`src/rtl/alu_writeback_stage.sv`:
```
// rtl/alu_writeback_stage.sv - ALU result capture, NZCV update and in-order register write buffer
// Writes drain to the register file from the head; the youngest entry is exposed for forwarding.
module alu_writeback_stage #(
  parameter int DATA_W  = 32,
  parameter int RADDR_W = 4,
  parameter int DEPTH   = 2,
  parameter int CNT_W   = 16
) (
  input  logic               clk,
  input  logic               rst,
  input  logic               in_valid,
  output logic               in_ready,
  input  logic [DATA_W-1:0]  in_result,
  input  logic [3:0]         in_flags,
  input  logic [3:0]         in_opcode,
  input  logic               in_s,
  input  logic               in_cond_met,
  input  logic [RADDR_W-1:0] in_rd,
  output logic               wb_valid,
  input  logic               wb_ready,
  output logic [RADDR_W-1:0] wb_rd,
  output logic [DATA_W-1:0]  wb_data,
  output logic               fwd_valid,
  output logic [RADDR_W-1:0] fwd_rd,
  output logic [DATA_W-1:0]  fwd_data,
  output logic [3:0]         status_flags,
  output logic [CNT_W-1:0]   retire_cnt,
  output logic [CNT_W-1:0]   squash_cnt
);

  localparam int PTR_W = (DEPTH > 1) ? $clog2(DEPTH) : 1;
  localparam int CW    = PTR_W + 1;

  logic [RADDR_W-1:0] rd_mem_q   [DEPTH];
  logic [RADDR_W-1:0] rd_mem_d   [DEPTH];
  logic [DATA_W-1:0]  data_mem_q [DEPTH];
  logic [DATA_W-1:0]  data_mem_d [DEPTH];
  logic [PTR_W-1:0]   wr_ptr_q, wr_ptr_d, rd_ptr_q, rd_ptr_d, last_ptr;
  logic [CW-1:0]      count_q, count_d;
  logic [3:0]         flags_q, flags_d;
  logic [CNT_W-1:0]   retire_q, retire_d, squash_q, squash_d;

  logic accept, is_nop, is_arith, live, squash, push, pop, set_flags;

  assign in_ready = (count_q != CW'(DEPTH));
  assign wb_valid = (count_q != '0);
  assign fwd_valid = wb_valid;
  assign last_ptr = wr_ptr_q - PTR_W'(1);
  assign wb_rd    = wb_valid ? rd_mem_q[rd_ptr_q]   : '0;
  assign wb_data  = wb_valid ? data_mem_q[rd_ptr_q] : '0;
  assign fwd_rd   = wb_valid ? rd_mem_q[last_ptr]   : '0;
  assign fwd_data = wb_valid ? data_mem_q[last_ptr] : '0;
  assign status_flags = flags_q;
  assign retire_cnt   = retire_q;
  assign squash_cnt   = squash_q;

  // NOP outranks squash, which outranks every opcode-specific effect.
  always_comb begin
    accept    = in_valid && in_ready;
    is_nop    = (in_opcode == 4'b1111);
    is_arith  = (in_opcode <= 4'b0101);
    live      = accept && !is_nop && in_cond_met;
    squash    = accept && !is_nop && !in_cond_met;
    push      = live && (is_arith || in_opcode == 4'b0110 ||
                         in_opcode == 4'b0111 || in_opcode == 4'b1101);
    set_flags = live && ((in_opcode == 4'b1011) || (is_arith && in_s));
    pop       = wb_valid && wb_ready;
  end

  always_comb begin
    rd_mem_d   = rd_mem_q;
    data_mem_d = data_mem_q;
    wr_ptr_d   = wr_ptr_q;
    rd_ptr_d   = rd_ptr_q;
    count_d    = count_q;
    flags_d    = flags_q;
    retire_d   = retire_q;
    squash_d   = squash_q;
    if (push) begin
      rd_mem_d[wr_ptr_q]   = in_rd;
      data_mem_d[wr_ptr_q] = in_result;
      wr_ptr_d             = wr_ptr_q + PTR_W'(1);
    end
    if (pop) begin
      rd_ptr_d = rd_ptr_q + PTR_W'(1);
    end
    if (push && !pop) begin
      count_d = count_q + CW'(1);
    end else if (pop && !push) begin
      count_d = count_q - CW'(1);
    end
    if (set_flags) begin
      flags_d = in_flags;
    end
    if (pop && (retire_q != '1)) begin
      retire_d = retire_q + CNT_W'(1);
    end
    if (squash && (squash_q != '1)) begin
      squash_d = squash_q + CNT_W'(1);
    end
  end

  always_ff @(posedge clk or posedge rst) begin
    if (rst) begin
      for (int i = 0; i < DEPTH; i++) begin
        rd_mem_q[i]   <= '0;
        data_mem_q[i] <= '0;
      end
      wr_ptr_q <= '0;
      rd_ptr_q <= '0;
      count_q  <= '0;
      flags_q  <= 4'b0000;
      retire_q <= '0;
      squash_q <= '0;
    end else begin
      rd_mem_q   <= rd_mem_d;
      data_mem_q <= data_mem_d;
      wr_ptr_q   <= wr_ptr_d;
      rd_ptr_q   <= rd_ptr_d;
      count_q    <= count_d;
      flags_q    <= flags_d;
      retire_q   <= retire_d;
      squash_q   <= squash_d;
    end
  end

endmodule

```
`config.mk`:
```
export PLATFORM = sky130hd
export DESIGN_NAME = alu_writeback_stage
export DESIGN_NICKNAME = d
export VERILOG_FILES = /design/src/rtl/alu_writeback_stage.sv
export SDC_FILE = /design/constraint.sdc
export NUM_CORES = 1
export LEC_CHECK = 0
export CAP_MARGIN = 5
export CELL_PAD_IN_SITES_DETAIL_PLACEMENT = 1
export CELL_PAD_IN_SITES_GLOBAL_PLACEMENT = 2
export CORE_ASPECT_RATIO = 0.5
export CORE_MARGIN = 2
export CORE_UTILIZATION = 31
export DETAILED_ROUTE_END_ITERATION = 8
export HOLD_SLACK_MARGIN = 0.06
export MAX_ROUTING_LAYER = met4
export PLACE_DENSITY = 0.88
export SYNTH_ARGS = -nofsm -noshare
export SYNTH_HDL_FRONTEND = slang
export SYNTH_SLANG_ARGS = --single-unit
```
`constraint.sdc`:
```
create_clock -name clk -period 4.2 [get_ports clk]
set_clock_uncertainty 0.05 [all_clocks]
set_input_delay 0.63 -clock clk [delete_from_list [all_inputs] [get_ports clk]]
set_output_delay 0.63 -clock clk [all_outputs]
set_load 0.05 [all_outputs]
```
==> impl_metrics.ini <==
[sta]
finalSetupViolCount = 0
hold_violations = 0
setup_tns_ns = 0
fmax_mhz = 312.9
worstMarginPinSlew_ns = 0.7322
maxSlewViolCount = 0
finalCritPeriodShare_pct = 76.09
relSlewSlack_pct = 51.07
fin_crit_ns = 3.196
rsz0062_at_grt = false

[finish]
final_area_um2 = 7828
drive_gt1_share_pct = 8.669
final_nets = 694
syn_to_final_growth_pct = 37.40
fillers = 1898
mostFrequentLayoutCell = clkdlybuf4s50_1
mostFrequentLayoutCells = clkdlybuf4s50_1, dfrtp_1, nor2_1
antenna_cells = 0
layout.cells.non_filler = 880

[flow_run]
maxCapViolations = 0

[setup_path]
worstSetupStartpointType = flip-flop
critPathRequiredTime_ns = 3.52
path_max_fanout = 43
crit_type = flip-flop to output pin
cp-end-kind = output pin
arrival_ns = 2.52

[clock_tree]
cts.htree.levels = 3
ctsHoldBuffers = 0
clk_pin_slew_ns = 0.07
post_cts_buffers = 0
clk_path_buf_depth = 2
cts_sinks = 112
numCtsBuffers = 9
clock-root-buffer = clkbuf_16
cts_resized = 0
cts_tree = done
clock_latency_ns = 0.34

[yosys]
syn_nets = 541
synth-seq-area-share_pct = 49.20
async_flop_share_pct = 100.0
synth_enable_flop_cells = 0
syn_avg_cell_area_um2 = 11.67
synth-seq-cells = 112
synth.cell_area_um2 = 5697
synthDistinctLibCells = 37
synthFlopType = dfrtp_1
yosysWarningCount = 0
syn_inst = 488

[floorplan]
row_count = 34
core_um2 = 17700
start_util_pct = 32.19
ios = 161
die_h_um = 99.86
dieArea_um2 = 19540
die_x_um = 195.7

[place]
place_area_um2 = 7522
numPortBuffers = 160
place.gp.congestion = 0.7169
placedCellCount = 864
hpwl_um = 10860

[global_routing]
grt_pass1_vias = 4648
grt_usage_pct = 15.77
grt_pass1_wl_um = 23940
grt_overflow = 0
grt_max_degree = 60
antenna_found_initial = 0

[detailed_routing]
viasPerCell = 4.799
wl_per_cell_um = 16.43
drtAntennaViolNets = 0
first_iter_violations = 107
routed_wl_um = 14460
drc = 0
vias = 4223
first_pass_iters = 4

[worst_hold_path]
hp-class = flip-flop to flip-flop

[outcome]
status = finished, final reports clean
-- worst paths after layout --
check | startpoint | end | slack (ns) | depth (start not counted)
max in group asynchronous | rst | squash_cnt[10] | 2.60 | 3
setup reg to reg | count_q[0] | data_mem_q[35] | 1.79 | 6
hold / removal | rd_ptr_q | rd_ptr_q | 0.42 | 1
hold reg to reg | rd_ptr_q | rd_ptr_q | 0.42 | 1
min in group asynchronous | rst | data_mem_q[28] | 0.72 | 2
setup / recovery | count_q[0] | wb_data[7] | 1.00 | 4
-- layer usage --
layer	vias to the layer above	track usage (%)	wire [µm]
met2	49	29.01	7814
met4	0	2.797	87
li1	1988	-	-
met3	8	2.386	277
met1	2178	18.72	6276
met5	-	-	0
-- registers in the layout, indices dropped and copies added, names as in the netlist --
register and cells:
count_q 2, data_mem_q 64, rd_mem_q 8, rd_ptr_q 1
retire_cnt 16, squash_cnt 16, status_flags 4, wr_ptr_q 1
-- critical path, stage by stage (launching register included) --
cell,delay (ns)
dfrtp_1,0.46
nor2_4,0.61
buf_12,0.29
nor2_1,0.07
clkdlybuf4s50_1,0.71
-- through the flow --
stage | util (%) | setup slack (ns) | hold WS [ns]
finish | 44.23 | 1.004 | 0.4203
floorplan | - | 0.5610 | 0.4298
global route | 44.23 | 0.8450 | 0.4615
CTS | 44.23 | 0.9540 | 0.4265
detailed placement | 42.51 | 1.168 | 0.4163
global placement | 42.51 | 1.239 | 0.4085
-- logic make-up (layout without fill, tap and decap cells) --
family	after synthesis	count (layout)	synth area share, %
muxes	152	152	28.44
DFF	112	112	49.20
AOI/OAI and AO/OA	13	13	1.757
buffers and inverters	35	193	3.690
and+or+nand+nor	142	142	11.49
adders and majority gates	3	3	0.6590
xor gates and xnor gates	31	31	4.766
-- cells in the mapped netlist, types with 3 or more instances --
library cell,instances,area (µm²)
nand3_1,11,55.05
clkbuf_1,7,26.28
mux2_1,61,686.9
dfrtp_1,112,2803
nand2_1,14,52.55
a21oi_1,3,15.01
buf_2,12,60.06
ha_1,3,37.54
nor3_1,3,15.01
nor2_1,85,319.1
mux2_2,18,202.7
a31oi_1,3,18.77
buf_6,8,90.09
and4_1,4,35.03
xnor2_1,18,157.7
and3_1,4,25.02
xor2_1,13,113.9
mux2i_1,73,730.7
inv_1,7,26.28
nand4_1,9,56.30
-- final cells by class --
class | instances | area, µm² | share of cell area, %
repair buffers | 170 | 1702 | 21.74
inverters | 7 | 28.78 | 0.3676
well taps | 234 | 292.8 | 3.740
multi-input cells | 341 | 2694 | 34.41
clock inverters | 7 | 80.08 | 1.023
flip-flops and latches | 112 | 2805 | 35.84
clock buffers | 9 | 225.2 | 2.877
Power is not shown: default switching activity piles up to over one toggle a cycle in this logic, so the estimate is an artifact.
